$ cat config.mk
export PLATFORM = sky130hd
export DESIGN_NAME = user_rd_arbiter
export DESIGN_NICKNAME = d
export VERILOG_FILES = /design/src/rtl/user_rd_arbiter.sv
export SDC_FILE = /design/constraint.sdc
export NUM_CORES = 1
export LEC_CHECK = 0
export ABC_AREA = 1
export CORE_UTILIZATION = 45
export DETAILED_ROUTE_END_ITERATION = 12
export GPL_TIMING_DRIVEN = 0
export MAX_ROUTING_LAYER = met4
export PLACE_DENSITY = 0.74
export SLEW_MARGIN = 0
export SYNTH_ARGS = -nofsm -noshare
export SYNTH_HDL_FRONTEND = slang
export SYNTH_SLANG_ARGS = --single-unit
$ cat constraint.sdc
create_clock -name aclk -period 10.3 [get_ports aclk]
set_clock_uncertainty 0.1 [all_clocks]
set_input_delay 1.545 -clock aclk [delete_from_list [all_inputs] [get_ports aclk]]
set_output_delay 1.545 -clock aclk [all_outputs]
set_load 0.01 [all_outputs]
$ cat src/rtl/user_rd_arbiter.sv
// Round-robin arbiter that shares one credit-limited read request channel among
// N_REQ requesters and steers returned read beats back to the owner of the head request.
module user_rd_arbiter #(
  parameter int unsigned N_REQ         = 4,
  parameter int unsigned DATA_BITS     = 512,
  parameter int unsigned LEN_BITS      = 28,
  parameter int unsigned VADDR_BITS    = 48,
  parameter int unsigned N_OUTSTANDING = 8,
  localparam int unsigned ID_BITS      = (N_REQ > 1) ? $clog2(N_REQ) : 1
) (
  input  logic                        aclk,
  input  logic                        aresetn,
  input  logic [N_REQ-1:0]            s_req_valid,
  output logic [N_REQ-1:0]            s_req_ready,
  input  logic [N_REQ*VADDR_BITS-1:0] s_req_vaddr,
  input  logic [N_REQ*LEN_BITS-1:0]   s_req_len,
  output logic                        m_req_valid,
  input  logic                        m_req_ready,
  output logic [VADDR_BITS-1:0]       m_req_vaddr,
  output logic [LEN_BITS-1:0]         m_req_len,
  output logic [ID_BITS-1:0]          m_req_id,
  input  logic                        rxfer,
  output logic                        rd_sel_valid,
  output logic [ID_BITS-1:0]          rd_sel,
  output logic                        rd_last,
  output logic                        err_underflow
);

  localparam int unsigned BEAT_LOG  = $clog2(DATA_BITS / 8);
  localparam int unsigned CNT_BITS  = LEN_BITS - BEAT_LOG;
  localparam int unsigned CRED_BITS = $clog2(N_OUTSTANDING + 1);
  localparam int unsigned QA_BITS   = (N_OUTSTANDING > 1) ? $clog2(N_OUTSTANDING) : 1;

  typedef enum logic {ST_IDLE, ST_READ} state_t;

  logic [VADDR_BITS-1:0] req_vaddr [N_REQ];
  logic [LEN_BITS-1:0]   req_len   [N_REQ];

  for (genvar g = 0; g < N_REQ; g++) begin : g_unpack
    assign req_vaddr[g] = s_req_vaddr[g*VADDR_BITS +: VADDR_BITS];
    assign req_len[g]   = s_req_len[g*LEN_BITS +: LEN_BITS];
  end

  logic [ID_BITS-1:0]   ptr_q;
  logic [ID_BITS-1:0]   win_id;
  logic                 win_found;
  logic [LEN_BITS-1:0]  win_len;
  logic [LEN_BITS-1:0]  win_len_m1;
  logic [CNT_BITS-1:0]  win_beats_m1;
  logic [CRED_BITS-1:0] cred_q;
  logic [CRED_BITS-1:0] q_count;
  logic [QA_BITS-1:0]   q_wr;
  logic [QA_BITS-1:0]   q_rd;
  logic [ID_BITS-1:0]   q_id  [N_OUTSTANDING];
  logic [CNT_BITS-1:0]  q_bm1 [N_OUTSTANDING];
  logic                 q_empty;
  logic                 q_full;
  logic                 out_free;
  logic                 cred_ok;
  logic                 accept;
  logic                 push;
  logic                 pop;
  logic                 retire;
  logic                 uflow;
  state_t               state_q, state_d;
  logic [CNT_BITS-1:0]  cnt_q, cnt_d;
  logic [ID_BITS-1:0]   sel_d;

  // First valid requester at or after the priority pointer, wrapping.
  always_comb begin
    int unsigned idx;
    idx       = 0;
    win_found = 1'b0;
    win_id    = '0;
    for (int unsigned k = 0; k < N_REQ; k++) begin
      idx = 32'(ptr_q) + k;
      if (idx >= N_REQ) idx = idx - N_REQ;
      if (!win_found && s_req_valid[ID_BITS'(idx)]) begin
        win_found = 1'b1;
        win_id    = ID_BITS'(idx);
      end
    end
  end

  assign win_len      = req_len[win_id];
  assign win_len_m1   = win_len - LEN_BITS'(1);
  assign win_beats_m1 = CNT_BITS'(win_len_m1 >> BEAT_LOG);

  assign q_empty  = (q_count == '0);
  assign q_full   = (q_count == CRED_BITS'(N_OUTSTANDING));
  assign out_free = !m_req_valid || m_req_ready;
  assign cred_ok  = (cred_q < CRED_BITS'(N_OUTSTANDING)) || retire;
  assign accept   = aresetn && win_found && out_free && !q_full && cred_ok;
  assign push     = accept && (win_len != '0);

  always_comb begin
    s_req_ready = '0;
    if (accept) s_req_ready[win_id] = 1'b1;
  end

  always_ff @(posedge aclk) begin
    if (!aresetn) begin
      ptr_q <= '0;
    end else if (accept) begin
      ptr_q <= (win_id == ID_BITS'(N_REQ - 1)) ? '0 : win_id + ID_BITS'(1);
    end
  end

  // Output stage: a zero-length accept only lets a draining request leave.
  always_ff @(posedge aclk) begin
    if (!aresetn) begin
      m_req_valid <= 1'b0;
    end else if (push) begin
      m_req_valid <= 1'b1;
    end else if (m_req_ready) begin
      m_req_valid <= 1'b0;
    end
  end

  always_ff @(posedge aclk) begin
    if (push) begin
      m_req_vaddr <= req_vaddr[win_id];
      m_req_len   <= win_len;
      m_req_id    <= win_id;
    end
  end

  always_ff @(posedge aclk) begin
    if (!aresetn) begin
      cred_q <= '0;
    end else if (push && !retire) begin
      cred_q <= cred_q + CRED_BITS'(1);
    end else if (retire && !push) begin
      cred_q <= cred_q - CRED_BITS'(1);
    end
  end

  // In-order queue of {id, beats_m1} for issued requests.
  function automatic logic [QA_BITS-1:0] q_next(input logic [QA_BITS-1:0] p);
    return (p == QA_BITS'(N_OUTSTANDING - 1)) ? '0 : p + QA_BITS'(1);
  endfunction

  always_ff @(posedge aclk) begin
    if (!aresetn) begin
      q_wr    <= '0;
      q_rd    <= '0;
      q_count <= '0;
    end else begin
      if (push) q_wr <= q_next(q_wr);
      if (pop)  q_rd <= q_next(q_rd);
      if (push && !pop)      q_count <= q_count + CRED_BITS'(1);
      else if (pop && !push) q_count <= q_count - CRED_BITS'(1);
    end
  end

  always_ff @(posedge aclk) begin
    if (push) begin
      q_id[q_wr]  <= win_id;
      q_bm1[q_wr] <= win_beats_m1;
    end
  end

  always_ff @(posedge aclk) begin
    if (!aresetn) begin
      state_q       <= ST_IDLE;
      cnt_q         <= '0;
      rd_sel        <= '0;
      rd_sel_valid  <= 1'b0;
      rd_last       <= 1'b0;
      err_underflow <= 1'b0;
    end else begin
      state_q       <= state_d;
      cnt_q         <= cnt_d;
      rd_sel        <= sel_d;
      rd_sel_valid  <= (state_d == ST_READ);
      rd_last       <= (state_d == ST_READ) && (cnt_d == '0);
      err_underflow <= err_underflow || uflow;
    end
  end

  // Head tracking: retiring the last beat reloads from the queue without a bubble.
  always_comb begin
    state_d = state_q;
    cnt_d   = cnt_q;
    sel_d   = rd_sel;
    pop     = 1'b0;
    retire  = 1'b0;
    uflow   = 1'b0;
    case (state_q)
      ST_IDLE: begin
        uflow = rxfer;
        if (!q_empty) begin
          pop     = 1'b1;
          cnt_d   = q_bm1[q_rd];
          sel_d   = q_id[q_rd];
          state_d = ST_READ;
        end
      end
      ST_READ: begin
        if (rxfer) begin
          if (cnt_q != '0) begin
            cnt_d = cnt_q - CNT_BITS'(1);
          end else begin
            retire = 1'b1;
            if (!q_empty) begin
              pop   = 1'b1;
              cnt_d = q_bm1[q_rd];
              sel_d = q_id[q_rd];
            end else begin
              state_d = ST_IDLE;
            end
          end
        end
      end
      default: state_d = ST_IDLE;
    endcase
  end

endmodule

==> After elaboration in Yosys (flattened, before gate mapping) <==
Memories as Yosys holds them, arrays and structs flattened. A register that Yosys moved wholly into a read port is not among the register bits.
Cells that the tools add are included.
{ "op_classes": {"n_addsub": 16, "bitwise_logic": 2, "muxes": 63, "eq_ne": 6, "n_reduce_logical": 33, "n_lt_le_gt_ge": 12} }
{ "ops": {"columns": ["op", "count"], "rows": [
  ["$bmux W48 S2", 1],
  ["$mux W48", 2],
  ["$mux W22", 3],
  ["$bmux W28 S2", 1],
  ["$mux W28", 2],
  ["$pmux W22 S2", 1],
  ["$reduce_bool A28 Y1", 1],
  ["$sub A28 B1 Y28 const B", 1],
  ["$mux W2", 12],
  ["$logic_not A22 Y1", 1],
  ["$mux W1", 22],
  ["$reduce_bool A22 Y1", 1],
  ["$sub A22 B1 Y22 const B", 1],
  ["$mux W4", 5],
  ["$mux W3", 6],
  ["$lt A2 B3 Y1 const B", 5],
  ["$logic_and A1 B1 Y1", 14],
  ["$ge A3 B3 Y1 const B", 4],
  ["$add A4 B1 Y4 const B", 2],
  ["$bmux W1 S2", 4],
  ["$logic_not A1 Y1", 8],
  ["$sub A2 B1 Y2 const B", 4],
  ["$sub A4 B1 Y4 const B", 2],
  ["$add A2 B2 Y3 const B", 2],
  ["other kinds (19)", 27]
]} }
{ "totals": {"mem_count": 2, "wordCells": 148, "input_bits": 312, "ramBits": 192, "ff_bits": 122} }
{ "memory_table": {"columns": ["memory", "depth", "word_bits", "rd", "rd_clocked_by_memory_dff", "wr", "line", "source"], "rows": [
  ["q_bm1", 8, 22, 1, 1, 1, "55", "logic [CNT_BITS-1:0] q_bm1 [N_OUTSTANDING];"],
  ["q_id", 8, 2, 1, 1, 1, "54", "logic [ID_BITS-1:0] q_id [N_OUTSTANDING];"]
]} }

==> Longest topological paths before layout <==
{ "logic_depth": {"word_depth": 24, "mapped_depth": 30, "mapped_depth_nobuf": 30} }

==> Worst setup path after synthesis <==
OpenSTA, ideal clock, no wires.
{ "synth_timing": {"path_kind": "input -> register", "start": "in s_req_valid[2]", "end": "reg q_count[3]", "arrival_time_ns": 6.182, "slack_ns": 3.899, "cell_stages": 27, "cell_sequence": "inv_1 -> nand2_1 -> nand3_2 -> nand2_2 -> inv_2 -> nand3_4 -> clkbuf_1 -> nand4_1 -> nand3_1 -> nand2_1 -> nand2_1 -> nor2_4 -> nand2_4 -> nor2_8 -> nand2_4 -> nand2_4 -> inv_1 -> ha_1 -> inv_1 -> ha_1 -> and3_1 -> a211oi_1 -> nor2_1 -> nor2_1 -> nand2_1 -> o21ai_0 -> a21oi_1"} }
{ "synth_between": {"elab_chain_len": 21, "word_cells_on_any_way": 37, "cone_classes": "mux: 20; bitwise: 1; reduce/logical: 16"} }
{ "synth_lines": {"columns": ["element", "line", "source"], "rows": [
  ["start, declared", "13", "input logic [N_REQ-1:0] s_req_valid,"],
  ["$bmux W1 S2", "78", "if (!win_found && s_req_valid[ID_BITS'(idx)]) begin"],
  ["$mux W1 (not written as such)", "78", null],
  ["$mux W1", "78", null],
  ["$logic_not A1 Y1", "78", null],
  ["$logic_and A1 B1 Y1", "78", null],
  ["$mux W1", "78", null],
  ["$logic_not A1 Y1", "78", null],
  ["$logic_and A1 B1 Y1", "78", null],
  ["[5 not listed]", null, null],
  ["$bmux W28 S2", "85", "assign win_len = req_len[win_id];"],
  ["$mux W28 (not written as such) (2 in a row)", "85", null],
  ["$reduce_bool A28 Y1", "94", "assign push = accept && (win_len != '0);"],
  ["$logic_and A1 B1 Y1 *", "94", null],
  ["named net push", "61", "logic push;"],
  ["$logic_not A1 Y1", "152", "else if (pop && !push) q_count <= q_count - CRED_BITS'(1);"],
  ["$logic_and A1 B1 Y1", "152", null],
  ["$reduce_bool A2 Y1 (no line)", null, null],
  ["end signal, assigned", "151", "if (push && !pop) q_count <= q_count + CRED_BITS'(1);"],
  ["end signal, assigned", "152", null],
  ["end, declared", "51", "logic [CRED_BITS-1:0] q_count;"]
]} }
The timed path passes the listed nets; every way through them passes the cells marked *. The select of a mux whose other input is x is not followed.
A chain may end at the register's enable or synchronous reset.

==> Worst setup path after layout <==
{ "layout_timing": {"start": "in s_req_valid[3]", "end": "out s_req_ready[3]"} }
{ "layout_between": {"elab_chain_len": 17, "word_cells_on_any_way": 32, "cone_classes": "order compare: 2; mux: 19; reduce/logical: 11"} }
{ "layout_lines": {"columns": ["element", "line", "source"], "rows": [
  ["$bmux W1 S2", "78", null],
  ["$mux W1 (not written as such)", "78", null],
  ["$mux W1", "78", null],
  ["$logic_not A1 Y1", "78", null],
  ["$logic_and A1 B1 Y1", "78", null],
  ["$mux W1", "78", null],
  ["$logic_not A1 Y1", "78", null],
  ["$logic_and A1 B1 Y1", "78", null],
  ["[2 not listed]", null, null],
  ["$logic_and A1 B1 Y1", "78", null],
  ["$mux W2 *", "78", null],
  ["named net win_id[0]", "45", "logic [ID_BITS-1:0] win_id;"],
  ["$lt A2 B3 Y1 (not written as such) / $ge A2 B1 Y1 (equally long branches)", "98", "if (accept) s_req_ready[win_id] = 1'b1;"],
  ["$logic_and A1 B1 Y1 (not written as such)", "98", null],
  ["$mux W1 (not written as such)", "98", null],
  ["$demux W1 S2 *", "98", null],
  ["$mux W4 *", "98", null],
  ["end, declared", "14", "output logic [N_REQ-1:0] s_req_ready,"]
]} }
Marked as above.

==> run metrics <==
status=completed; post-synthesis xor/xnor area fraction=1.03%; first-pass GRT wire length=94.6 mm; asr flop ratio synth=0%; Clk pin slew, worst setup/hold paths=50 ps; design area=0.0222 mm^2; initial antenna violation count=5; Hold Crit Depth=2; IO Port Bufs=399; die width=191 um; TritonCTS clock tree=done; syn nets=2058; Initial DRT Pass Iterations=6; GR met3 Demand/Resource=6.19%; vias in the first global route=14689; area of the mapped netlist=0.0161 mm^2; ys flop type=edfxtp_1; CP arrival=4880 ps; RD Place Congestion=0.976; io pins=400; CP Capture Type=output port; Place WS=3820 ps; post-CTS repair timing setup buffer count=0; Tightest Hold Check Type=reg2reg; Vias=15545; DRT Wirelength=67.5 mm; leading cell type in the layout, fill and taps excluded=nand2_1; met1 usage=48.2%; CP Data Required Time=8660 ps; final worst slack=3770 ps; Longest Clk Path Bufs=3; worst rel slew slack=33.5%; clock tree sinks=317; Leak=0.00857 uW; post-synthesis sequential area ratio=56.2%; drt via density=5.82; RSZ-0062 raised after global routing=false; DP HPWL=52.4 mm; dpl cells=2603; Congestion Overflow GR=0; Yosys reg bits=317; worst-path maximum fanout=20; synthesized netlist cell count=1728; Layout Cells excl Fill=2669; multiplexer area fraction after synthesis=0%; EDFF count, synth=270; post-synthesis cell type count=44; Final Cycle Share=63.4%; Iter 0 DRT Violations=1711; Syn. warnings=0; max-slew violations=0; routed len/inst=25.3 um; critical path class=in2out; row count=68; CP startpoint kind=input port; Worst Reg2Reg Path Length in Cells=22; DRC errors left=0; P&R area growth vs syn=37.9%; die area=0.0365 mm^2; die height=191 um; Hold Fails Final Rpt=0; worst slew pin tran=991 ps; Post-Synth Adder-Cell Area=1.49%; GR Util met2=57.0%; Fin Setup TNS=0 ps; number of nets in the layout=2515; gr usage total=37.4%; Final Critical Period=6530 ps; Power Density=402 mW/mm^2; largest family of logic cells by synthesized area=simple AND/OR/NAND/NOR gates; # setup viols final=0; Starting Density=46.1%; total CTS buffers=35; layer with the highest usage=met2; commonest cells after routing, fill and taps aside=nand2_1 (435), clkdlybuf4s50_1 (399), edfxtp_1 (270); share of layout cells above drive strength 1=8.05%; Max-Cap Viols=0; CTS Hold Bufs=0; placed cell area=0.0210 mm^2; largest net degree at the start of global routing=65; complex-gate fraction of the synthesized area=12.1%; final antenna-violating net count=0; Avg Synthesized Cell Area=9.31 um^2; Root Driver=clkbuf_16; FMAX=153 MHz; clk_lat worst skew=540 ps; CTS resizes=0; core area=0.0349 mm^2; H-tree depth=2; simple-gate share of the synthesized area=22.9%; Max VDD drop=0.234 mV
-- worst paths after layout --
path / slack, ps / start / end
min reg2reg: 370 / err_underflow$_SDFF_PN0_ / err_underflow$_SDFF_PN0_
min: 370 / err_underflow$_SDFF_PN0_ / err_underflow$_SDFF_PN0_
max: 3770 / s_req_valid[3] / s_req_ready[3]
max reg2reg: 5440 / cnt_q[0]$_SDFF_PN0_ / q_count[3]$_SDFFE_PN0P_
-- state kept, by name, indices dropped and copies added, names as in the netlist, named ones only --
register,cells
cnt_q,22
cred_q,4
err_underflow,1
m_req_id,2
m_req_len,28
m_req_vaddr,48
m_req_valid,1
ptr_q,2
q_bm1,176
q_count,4
q_id,16
q_rd,3
q_wr,3
rd_last,1
rd_sel,2
state_q,1
-- layer usage --
layer	vias to the layer above	share of wire, %
li1	6981	-
met1	7459	39
met2	956	46
met3	149	9.3
met4	0	5.5
met5	-	0
-- cells in the mapped netlist (all sizes together) (2+ instances only) --
cell type  instances  area, um^2
nand2            465        1860
edfxtp           270        8110
nor2             174         743
o21ai            138         694
inv              116         438
nand3             99         563
clkbuf            71         267
a21oi             67         335
nand4             58         363
a32oi             48         420
dfxtp             47         941
o22ai             36         225
buf               35         275
xor2              18         158
nor3              17        85.1
ha                16         200
o221ai            15         131
o211ai             9        67.6
nor4               6        37.5
a31oi              4        25.0
clkinv             4        15.0
a211oi             3        22.5
or2                3        18.8
and3               2        12.5
fa                 2        40.0
-- through the flow --
step,total power (uW),util [%],hold WS (ps)
2_1_floorplan,5390,-,360
3_5_place_dp,7410,60.1,361
6_report,8920,63.6,368
5_1_grt,9360,63.6,393
4_1_cts,8790,63.6,377
3_3_place_gp,7320,59.2,351
-- cell families after synthesis --
kind of cell / after synthesis
compound gates: 323
xor+xnor: 19
fa+ha+maj: 18
buf+inv: 226
flops: 317
simple gates: 825
-- worst max-delay path, cell delays in order --
cell             delay [ps]
clkdlybuf4s50_1         490
inv_1                    70
nand2_2                  80
nand3_2                  90
nand2_2                 150
inv_2                    80
nand3_4                 110
nand3_4                 180
inv_2                   250
clkbuf_1                700
ha_1                    380
inv_1                    60
nor2_1                  100
clkdlybuf4s50_1         610
-- where the power goes --
part           switching [uW]  internal (uW)  leakage [uW]
Sequential                206           2310       0.00287
Combinational            3490           1560       0.00511
Clock                     529            829      0.000588
-- layout make-up --
cell class                 count  area [um^2]
antenna                        2         5.00
buffer                       106          542
clock buffer                  41          898
clock inverter                23          323
fill                        2882        12700
inverter                     120          455
multi-input combinational   1185         6090
sequential                   317         9050
tap                          455          569
timing repair buffer         420         4260
Power figures use the tool's default switching activity.
